$ cat config.mk
export PLATFORM = sky130hd
export DESIGN_NAME = sfifo_param_flat
export DESIGN_NICKNAME = d
export VERILOG_FILES = /design/src/rtl/sfifo_param_if.sv /design/src/rtl/sfifo_param.sv /design/src/flat_wrapper.sv
export SDC_FILE = /design/constraint.sdc
export NUM_CORES = 1
export LEC_CHECK = 0
export ABC_AREA = 1
export CORE_MARGIN = 5
export CORE_UTILIZATION = 54
export CTS_CLUSTER_DIAMETER = 40
export CTS_CLUSTER_SIZE = 20
export DETAILED_ROUTE_END_ITERATION = 10
export PLACE_DENSITY = 0.76
export SLEW_MARGIN = 5
export SYNTH_ARGS = -nofsm -noshare
export SYNTH_HDL_FRONTEND = slang
export SYNTH_SLANG_ARGS = --single-unit
$ cat constraint.sdc
create_clock -name clk -period 2 [get_ports clk]
set_input_delay 0.5 -clock clk [delete_from_list [all_inputs] [get_ports clk]]
set_output_delay 0.5 -clock clk [all_outputs]
set_load 0.02 [all_outputs]
$ cat src/rtl/sfifo_param_if.sv
`default_nettype none
// ============================================================================
// Module      : sfifo_param_if
// Description : Producer/consumer bundle for the single-clock parameterised
//               FIFO. The master side drives requests and write data; the
//               slave side (the FIFO) returns read data, status and errors.
// Revision    : 1.0 - initial release
// ============================================================================
interface sfifo_param_if #(
  parameter int DATA_W = 8,
  parameter int DEPTH  = 16
);
  logic                     push;
  logic [DATA_W-1:0]        data_in;
  logic                     pop;
  logic [DATA_W-1:0]        data_out;
  logic                     full;
  logic                     empty;
  logic                     almost_full;
  logic                     almost_empty;
  logic [$clog2(DEPTH):0]   count;
  logic                     ovf;
  logic                     udf;
  logic                     clr_err;

  modport master (
    output push, data_in, pop, clr_err,
    input  data_out, full, empty, almost_full, almost_empty, count, ovf, udf
  );

  modport slave (
    input  push, data_in, pop, clr_err,
    output data_out, full, empty, almost_full, almost_empty, count, ovf, udf
  );
endinterface
`default_nettype wire

$ cat src/rtl/sfifo_param.sv
`default_nettype none
// ============================================================================
// Module      : sfifo_param
// Description : Single-clock FIFO with occupancy count, almost-full/empty
//               thresholds, sticky overflow/underflow flags and a selectable
//               registered or first-word-fall-through read port.
// Revision    : 1.0 - initial release
// ============================================================================
module sfifo_param #(
  parameter int DATA_W    = 8,
  parameter int DEPTH     = 16,
  parameter int AFULL_TH  = DEPTH - 2,
  parameter int AEMPTY_TH = 2,
  parameter int FWFT      = 0
) (
  input  logic          clk,
  input  logic          rst,
  sfifo_param_if.slave  bus
);

  localparam int c_aw = $clog2(DEPTH);
  localparam int c_cw = c_aw + 1;

  localparam logic [c_cw-1:0] c_depth  = c_cw'(DEPTH);
  localparam logic [c_cw-1:0] c_afull  = c_cw'(AFULL_TH);
  localparam logic [c_cw-1:0] c_aempty = c_cw'(AEMPTY_TH);

  logic [DATA_W-1:0] mem_q [DEPTH];

  logic [c_aw-1:0] wr_ptr_q, wr_ptr_d;
  logic [c_aw-1:0] rd_ptr_q, rd_ptr_d;
  logic [c_cw-1:0] count_q,  count_d;
  logic            ovf_q,    ovf_d;
  logic            udf_q,    udf_d;

  logic full, empty;
  logic push_ok, pop_ok;

  // Status flags decode only the registered count, so push acceptance never
  // depends on the same-cycle pop and vice versa.
  assign full    = (count_q == c_depth);
  assign empty   = (count_q == '0);
  assign push_ok = bus.push & ~full;
  assign pop_ok  = bus.pop  & ~empty;

  assign bus.full         = full;
  assign bus.empty        = empty;
  assign bus.almost_full  = (count_q >= c_afull);
  assign bus.almost_empty = (count_q <= c_aempty);
  assign bus.count        = count_q;
  assign bus.ovf          = ovf_q;
  assign bus.udf          = udf_q;

  // Next-state for pointers, occupancy and sticky error flags.
  always_comb begin
    wr_ptr_d = wr_ptr_q;
    rd_ptr_d = rd_ptr_q;
    count_d  = count_q;
    ovf_d    = ovf_q;
    udf_d    = udf_q;

    if (push_ok) wr_ptr_d = wr_ptr_q + c_aw'(1);
    if (pop_ok)  rd_ptr_d = rd_ptr_q + c_aw'(1);

    case ({push_ok, pop_ok})
      2'b10:   count_d = count_q + c_cw'(1);
      2'b01:   count_d = count_q - c_cw'(1);
      default: count_d = count_q;
    endcase

    // A fresh error in the clearing cycle must survive, so set after clear.
    if (bus.clr_err) begin
      ovf_d = 1'b0;
      udf_d = 1'b0;
    end
    if (bus.push & full) ovf_d = 1'b1;
    if (bus.pop & empty) udf_d = 1'b1;
  end

  // Control state registers; requests during reset are discarded.
  always_ff @(posedge clk) begin
    if (rst) begin
      wr_ptr_q <= '0;
      rd_ptr_q <= '0;
      count_q  <= '0;
      ovf_q    <= 1'b0;
      udf_q    <= 1'b0;
    end else begin
      wr_ptr_q <= wr_ptr_d;
      rd_ptr_q <= rd_ptr_d;
      count_q  <= count_d;
      ovf_q    <= ovf_d;
      udf_q    <= udf_d;
    end
  end

  // Storage array; contents are deliberately left intact across reset.
  always_ff @(posedge clk) begin
    if (!rst && push_ok) mem_q[wr_ptr_q] <= bus.data_in;
  end

  generate
    if (FWFT != 0) begin : g_fwft
      // Head word is presented continuously; stale slot content while empty.
      assign bus.data_out = mem_q[rd_ptr_q];
    end else begin : g_reg
      logic [DATA_W-1:0] dout_q;

      // Registered read port: loads the head word on an accepted pop only.
      always_ff @(posedge clk) begin
        if (rst) begin
          dout_q <= '0;
        end else if (pop_ok) begin
          dout_q <= mem_q[rd_ptr_q];
        end
      end

      assign bus.data_out = dout_q;
    end
  endgenerate

endmodule
`default_nettype wire

$ cat src/flat_wrapper.sv
// flat-port wrapper written by rule: the top's interface ports become plain ports
module sfifo_param_flat 
#(
  parameter int DATA_W    = 8,
  parameter int DEPTH     = 16,
  parameter int AFULL_TH  = DEPTH - 2,
  parameter int AEMPTY_TH = 2,
  parameter int FWFT      = 0
)
  (clk, rst, bus_push, bus_data_in, bus_pop, bus_clr_err, bus_data_out, bus_full, bus_empty, bus_almost_full, bus_almost_empty, bus_count, bus_ovf, bus_udf);
  sfifo_param_if #(.DATA_W(DATA_W), .DEPTH(DEPTH)) bus_i ();
  input  logic clk;
  input  logic rst;
  input wire logic [$bits(bus_i.push)-1:0] bus_push;
  input wire logic [$bits(bus_i.data_in)-1:0] bus_data_in;
  input wire logic [$bits(bus_i.pop)-1:0] bus_pop;
  input wire logic [$bits(bus_i.clr_err)-1:0] bus_clr_err;
  output wire logic [$bits(bus_i.data_out)-1:0] bus_data_out;
  output wire logic [$bits(bus_i.full)-1:0] bus_full;
  output wire logic [$bits(bus_i.empty)-1:0] bus_empty;
  output wire logic [$bits(bus_i.almost_full)-1:0] bus_almost_full;
  output wire logic [$bits(bus_i.almost_empty)-1:0] bus_almost_empty;
  output wire logic [$bits(bus_i.count)-1:0] bus_count;
  output wire logic [$bits(bus_i.ovf)-1:0] bus_ovf;
  output wire logic [$bits(bus_i.udf)-1:0] bus_udf;
  assign bus_i.push = bus_push;
  assign bus_i.data_in = bus_data_in;
  assign bus_i.pop = bus_pop;
  assign bus_i.clr_err = bus_clr_err;
  assign bus_data_out = bus_i.data_out;
  assign bus_full = bus_i.full;
  assign bus_empty = bus_i.empty;
  assign bus_almost_full = bus_i.almost_full;
  assign bus_almost_empty = bus_i.almost_empty;
  assign bus_count = bus_i.count;
  assign bus_ovf = bus_i.ovf;
  assign bus_udf = bus_i.udf;
  sfifo_param #(.DATA_W(DATA_W), .DEPTH(DEPTH), .AFULL_TH(AFULL_TH), .AEMPTY_TH(AEMPTY_TH), .FWFT(FWFT)) u_core (.clk(clk), .rst(rst), .bus(bus_i));
endmodule
==> metrics.yaml, run 1 <==
timing:
  setup_viol: 0
  max_freq_mhz: 521
  fin_crit_sh_pct: 95.9
  rsz0062_at_grt: "false"
  finalCriticalPeriod_ns: 1.92
  tightest_slew_ns: 0.630
  finalMaxSlewViolations: 0
  fin_skew_ns: 0.00916
  finalHoldViolations: 0
  tns_ns: 0
  slew-limit-headroom_pct: 57.8
global_routing:
  grt_usage_pct: 21.0
  grt_pass1_vias: 4270
  grt_first_pass_wirelength_um: 22600
  grt-ovfl-total: 0
  antenna_found_initial: 0
  grt_max_degree: 67
detailed_routing:
  finalWirelength_um: 14200
  post-route-drc-count: 0
  drt_iter0_markers: 490
  drt-pass1-iter-count: 5
  vias: 4366
  routed_via_density: 5.87
  postRouteAntennaNets: 0
  routedWlPerCell_um: 19.1
critical_path:
  rrSetupSlack_ns: 0.19
  timing.rr.end: "u_core.bus.count[4]"
  critPathKind: "reg -> out"
  cp-start-kind: "flip-flop"
  rr_worst_depth: 15
  r2r-start: "u_core.bus.count[4]"
  cp_slowest_cell: "clkdlybuf4s50_1"
  cpPeakStageDelay_ns: 0.62
  critPathMaxFanout: 4
  crit_cells: 1
  worst_setup_path_end_kind: "primary output"
  cp.required_ns: 1.50
  worstPathCellList: "clkdlybuf4s50_1"
  cp_num_buf_inv: 1
  crit_family: "buffers and inverters"
  arrival_ns: 1.42
layout:
  syn2layout_area_growth_pct: 20.2
  drive_gt1_share_pct: 15.8
  antennaDiodeCount: 0
  fin_util_pct: 66.0
  nets: 609
  fin_area_um2: 7500
  final_cell_mix: "edfxtp_1, nor2_1, o21ai_0"
  final_common_cell: "edfxtp_1"
clock_network:
  cts.reportedPaths.clkPinSlew_ns: 0.06
  h-tree-depth: 4
  clock-sinks: 151
  cts_tree: "done"
  root_buffer: "clkbuf_16"
  postCtsHoldBufs: 0
  numCtsBuffers: 17
  cts_setup_buffers: 0
  insertion_delay_ns: 0.43
  clockBufferDepth: 2
place:
  place_area_um2: 6900
  portBuffers: 31
  place.gp.congestion: 0.845
  hpwlAfterDp_um: 9170
floorplanning:
  dieArea_um2: 13800
  start_util_pct: 54.9
  fp.dieW_um: 117
  die_y_um: 117
  rows: 39
  core-area_um2: 11400
  boundaryPins: 32
logic_synthesis:
  syn-cell-area_um2: 6240
  yosysWarnings: 0
  syn_inst: 528
  synth_cell_type_count: 25
  ys_seq_area_share_pct: 69.0
  synth.avg_cell_area_um2: 11.8
  synth_nets: 549
  yosys_register_bits: 151
run_status:
  status: "finished, final reports clean"
min_path:
  hold_end: "u_core.bus.udf"
  worstHoldStart: "u_core.bus.udf"
  hold_path_class: "reg -> reg"
  holdPathStages: 2
run:
  max_cap_violations: 0
power:
  cellLeakagePower_nw: 2.73
  ir_drop_mv: 1.13
  power_density_nw_per_um2: 1300
worst max-delay path by stage:
stage                             start                  end  slack (ns)
floorplan           u_core.bus.count[1]  u_core.bus.count[4]        0.02
global placement               bus_push   u_core.mem_q[4][6]       -0.18
detailed placement              bus_pop  u_core.bus.count[4]       -0.25
CTS                 u_core.bus.count[0]         bus_count[0]      0.0007
global route        u_core.bus.count[2]      bus_almost_full        0.03
finish              u_core.bus.count[4]         bus_count[4]        0.08
synthesized netlist by cell type:
cell | count | area [um^2]
a21oi_1 | 9 | 45.0
inv_1 | 27 | 101
dfxtp_1 | 23 | 460
buf_6 | 7 | 78.8
nor2_2 | 5 | 31.3
edfxtp_1 | 128 | 3840
nand4_1 | 3 | 18.8
nand2_4 | 1 | 11.3
o211ai_1 | 11 | 82.6
ha_1 | 8 | 100
o22ai_1 | 11 | 68.8
nand2_2 | 2 | 12.5
nand3_2 | 2 | 20.0
o21ai_0 | 49 | 245
inv_2 | 5 | 18.8
clkinv_1 | 1 | 3.75
nor2_1 | 107 | 402
o21ai_1 | 22 | 110
o221ai_1 | 21 | 184
xor2_1 | 5 | 43.8
nand3_1 | 28 | 140
buf_2 | 11 | 55.1
clkbuf_1 | 12 | 45.0
xnor2_1 | 1 | 8.76
nand2_1 | 29 | 109
where the power goes:
group          switching [mW]  total (mW)  leakage [nW]  internal [mW]
registers               0.161        3.77          1.34           3.61
logic                    1.73        2.76          1.09           1.03
clock network            1.26        3.23         0.294           1.96
total                    3.15        9.75          2.73           6.60
final cells by class:
cell class	count	area [um^2]
Multi-Input combinational cell	314	1660
Fill cell	801	3870
Inverter	33	124
Sequential cell	151	4310
Clock inverter	15	175
Timing Repair Buffer	71	631
Tap cell	143	179
Clock buffer	17	425
worst register-to-register path, cell delays in order, from the launching register on:
cell and delay, ns:
dfxtp_2 0.35, inv_1 0.13, nand3_2 0.10, nand2_2 0.08, inv_2 0.05, ha_4 0.17, xor2_1 0.15, ha_1 0.19
inv_1 0.07, nand2_2 0.07, nand2_1 0.08, nand2_1 0.05, nand2_1 0.05, nand3_1 0.06, nand2_1 0.06, inv_1 0.03
cell families (layout without fill, tap and decap cells):
logic type | count (synthesis) | after routing | share of synthesized area [%]
adders and majority gates | 8 | 8 | 1.60
xor gates and xnor gates | 6 | 6 | 0.842
and+or+nand+nor | 177 | 177 | 11.9
buffers and inverters | 63 | 136 | 4.85
DFF | 151 | 151 | 69.0
AOI/OAI and AO/OA | 123 | 123 | 11.8
state kept, by name, summed over array words and instances, names as in the netlist:
name                 count
u_core.bus.data_out      8
u_core.wr_ptr_q          4
u_core.rd_ptr_q          4
u_core.mem_q           128
u_core.bus.count         5
u_core.bus.udf           1
u_core.bus.ovf           1
what timing repair did:
action | in CTS | in global routing
cloned | 0 | 0
setup endpoints to repair | 7 | 5
gates resized for setup | 12 | 4
through the flow:
| stage | total power [mW] | hold slack, ns | instances | setup WS (ns) |
|---|---|---|---|---|
| 4_1_cts | 9.77 | 0.471 | 744 | 0.000655 |
| 2_1_floorplan | 5.61 | 0.480 | 528 | 0.0165 |
| 3_3_place_gp | 6.50 | 0.458 | 712 | -0.183 |
| 3_5_place_dp | 6.61 | 0.461 | 712 | -0.250 |
| 6_report | 9.75 | 0.468 | 744 | 0.0817 |
| 5_1_grt | 10.2 | 0.500 | 744 | 0.0255 |
layer usage:
metal | vias up | track usage, % | share of wire (%) | wire length (um)
met5 | - | 0 | 0 | 0
met4 | 0 | 6.45 | 1.5 | 206
met3 | 23 | 5.33 | 7.3 | 1030
met2 | 207 | 36.3 | 52 | 7360
met1 | 2113 | 26.1 | 39 | 5600
li1 | 2023 | - | - | -
(Power assumes the default switching activity.)
==> run 2: changes to the inputs <==
CORE_MARGIN = not set   (was 5)
SLEW_MARGIN = 20   (was 5)
==> metrics.yaml, run 2 (synthesized netlist as in run 1, its figures left out) <==
layout:
  antennaDiodeCount: 0  # unchanged
  final_common_cell: "edfxtp_1"
  syn2layout_area_growth_pct: 20.4
  finalNonFillerCells: 738  # -0.81%
  final_cell_mix: "edfxtp_1, nor2_1, o21ai_0"
  drive_gt1_share_pct: 14.7  # -1.1 points
  fin_util_pct: 68.1  # +2.1 points
  largest_reg_flops: 128  # unchanged
  nets: 607  # -0.33%
  fin_area_um2: 7510  # +0.12%
  top_register: "u_core.mem_q"
critical_path:
  crit_family: "buffers and inverters"
  cp-start-kind: "flip-flop"
  cpPeakStageDelay_ns: 0.63  # about the same
  critPathMaxFanout: 6  # +2
  r2r-start: "u_core.bus.count[2]"
  rr_worst_depth: 15  # unchanged
  cp_slowest_cell: "clkdlybuf4s50_1"
  worstPathCellList: "clkdlybuf4s50_1"
  cp-startpoint: "u_core.bus.count[0]"
  rrSetupSlack_ns: 0.16  # -0.03 ns
  cp_num_buf_inv: 1  # unchanged
  critPathKind: "reg -> out"
  cp.required_ns: 1.50  # about the same
  arrival_ns: 1.46  # +0.04 ns
  worst_setup_path_end_kind: "primary output"
  timing.rr.end: "u_core.bus.count[4]"
clock_network:
  cts_setup_buffers: 0  # unchanged
  h-tree-depth: 4  # unchanged
  cts.reportedPaths.clkPinSlew_ns: 0.06  # about the same
  numCtsBuffers: 17  # unchanged
  cts_tree: "done"
  root_buffer: "clkbuf_16"
  insertion_delay_ns: 0.41  # -0.02 ns
  clockBufferDepth: 2  # unchanged
  clock-sinks: 151  # unchanged
  postCtsHoldBufs: 0  # unchanged
floorplanning:
  start_util_pct: 56.6  # +1.7 points
  rows: 38  # -2.6%
  die_y_um: 109  # -6.8%
  fp.dieW_um: 109  # -6.8%
  dieArea_um2: 12000  # -13%
  boundaryPins: 32  # unchanged
  core-area_um2: 11000  # -3.0%
min_path:
  holdPathStages: 2  # unchanged
  hold_path_class: "reg -> reg"
  worstHoldStart: "u_core.bus.ovf"
  hold_end: "u_core.bus.ovf"
timing:
  rsz0062_at_grt: "true"
  finalCriticalPeriod_ns: 1.96  # +0.0377 ns
  finalMaxSlewViolations: 0  # unchanged
  layout_setup_ws_ns: 0.0440  # -0.0377 ns
  tightest_slew_ns: 0.691  # +0.0609 ns
  max_freq_mhz: 511  # -1.9%
  finalHoldViolations: 0  # unchanged
  tns_ns: 0  # unchanged
  setup_viol: 0  # unchanged
  fin_skew_ns: 0.00582  # -0.00334 ns
  finalHoldWorstSlack_ns: 0.466  # -0.00198 ns
  slew-limit-headroom_pct: 53.8  # -4.1 points
  fin_crit_sh_pct: 97.8  # +1.9 points
global_routing:
  grt_usage_pct: 25.2  # +4.1 points
  met1_usage_pct: 32.2  # +6.1 points
  grt-ovfl-total: 0  # unchanged
  grt_first_pass_wirelength_um: 21500  # -4.9%
  grt_pass1_vias: 4084  # -4.4%
  grt-busiest-layer: "met2"
  grt_use_met2_pct: 41.7  # +5.5 points
  antenna_found_initial: 0  # unchanged
  grt_use_met3_pct: 5.57  # +0.24 points
  grt_max_degree: 67  # unchanged
power:
  cellLeakagePower_nw: 2.71  # -0.59%
  power_mw: 9.89  # +1.4%
  ir_drop_mv: 0.737  # -35%
  power_density_nw_per_um2: 1320  # +1.3%
detailed_routing:
  routedWlPerCell_um: 19.1  # about the same
  drt-pass1-iter-count: 5  # unchanged
  finalWirelength_um: 14100  # -0.86%
  post-route-drc-count: 0  # unchanged
  vias: 4336  # -0.69%
  routed_via_density: 5.88  # +0.12%
  drt_iter0_markers: 482  # -1.6%
  postRouteAntennaNets: 0  # unchanged
run:
  max_cap_violations: 0  # unchanged
place:
  place_ws_ns: -0.269  # -0.0190 ns
  hpwlAfterDp_um: 8810  # -4.0%
  dp_cells: 707  # -0.70%
  portBuffers: 31  # unchanged
  place.gp.congestion: 0.850  # +0.67%
  place_area_um2: 6880  # -0.27%
run_status:
  status: "finished, final reports clean"
[run 2: cell types whose count changed in the layout (fill, tap and decap cells not counted), moves of 2 or more]
cell / previous run / this run
clkinv_4: 3 / 0
bufinv_16: 3 / 5
clkdlybuf4s15_2: 2 / 0
dlygate4sd2_1: 4 / 6
buf_4: 38 / 36
clkinvlp_4: 1 / 4
[run 2: tightest hold or removal path, stage by stage, from the launching register on]
cell,delay (ns)
dfxtp_1,0.31
nand2_1,0.06
a21oi_1,0.05
[run 2: power by group]
| group | switching [mW] | total, mW | internal (mW) |
|---|---|---|---|
| sequential | 0.152 | 3.76 | 3.60 |
| clock | 1.20 | 3.39 | 2.19 |
| combinational | 1.73 | 2.74 | 1.01 |
| total | 3.08 | 9.89 | 6.81 |
[run 2: worst max-delay path by stage]
stage	endpoint	slack, ns	cells past startpoint
3_3_place_gp	u_core.bus.count[4]	-0.16	13
2_1_floorplan	u_core.bus.count[4]	0.02	17
4_1_cts	bus_full	0.006	4
5_1_grt	u_core.bus.count[4]	-0.01	15
6_report	bus_count[0]	0.04	1
3_5_place_dp	u_core.bus.count[4]	-0.27	13
[run 2: repair_timing]
item	in CTS	in global routing
gates resized for setup	7	2
setup endpoints to repair	7	4
pin swaps	0	0
[run 2: routing by layer]
| layer | wire length, um | up-vias |
|---|---|---|
| met5 | 0 | - |
| met4 | 369 | 0 |
| met3 | 949 | 35 |
| met2 | 7170 | 196 |
| met1 | 5590 | 2087 |
| li1 | - | 2018 |
[run 2: cell type report]
class | count | area, um^2
timing repair buffer | 69 | 613
tap | 140 | 175
fill | 809 | 3520
clock inverter | 14 | 206
inverter | 33 | 124
clock buffer | 17 | 425
multi-input combinational | 314 | 1660
sequential | 151 | 4310
==> run 3: changes to the inputs <==
CTS_BUF_LIST = sky130_fd_sc_hd__clkbuf_16   (was not set)
==> results of run 3 <==
Same layout as run 2: the final DEF is identical, and so are final timing and power.
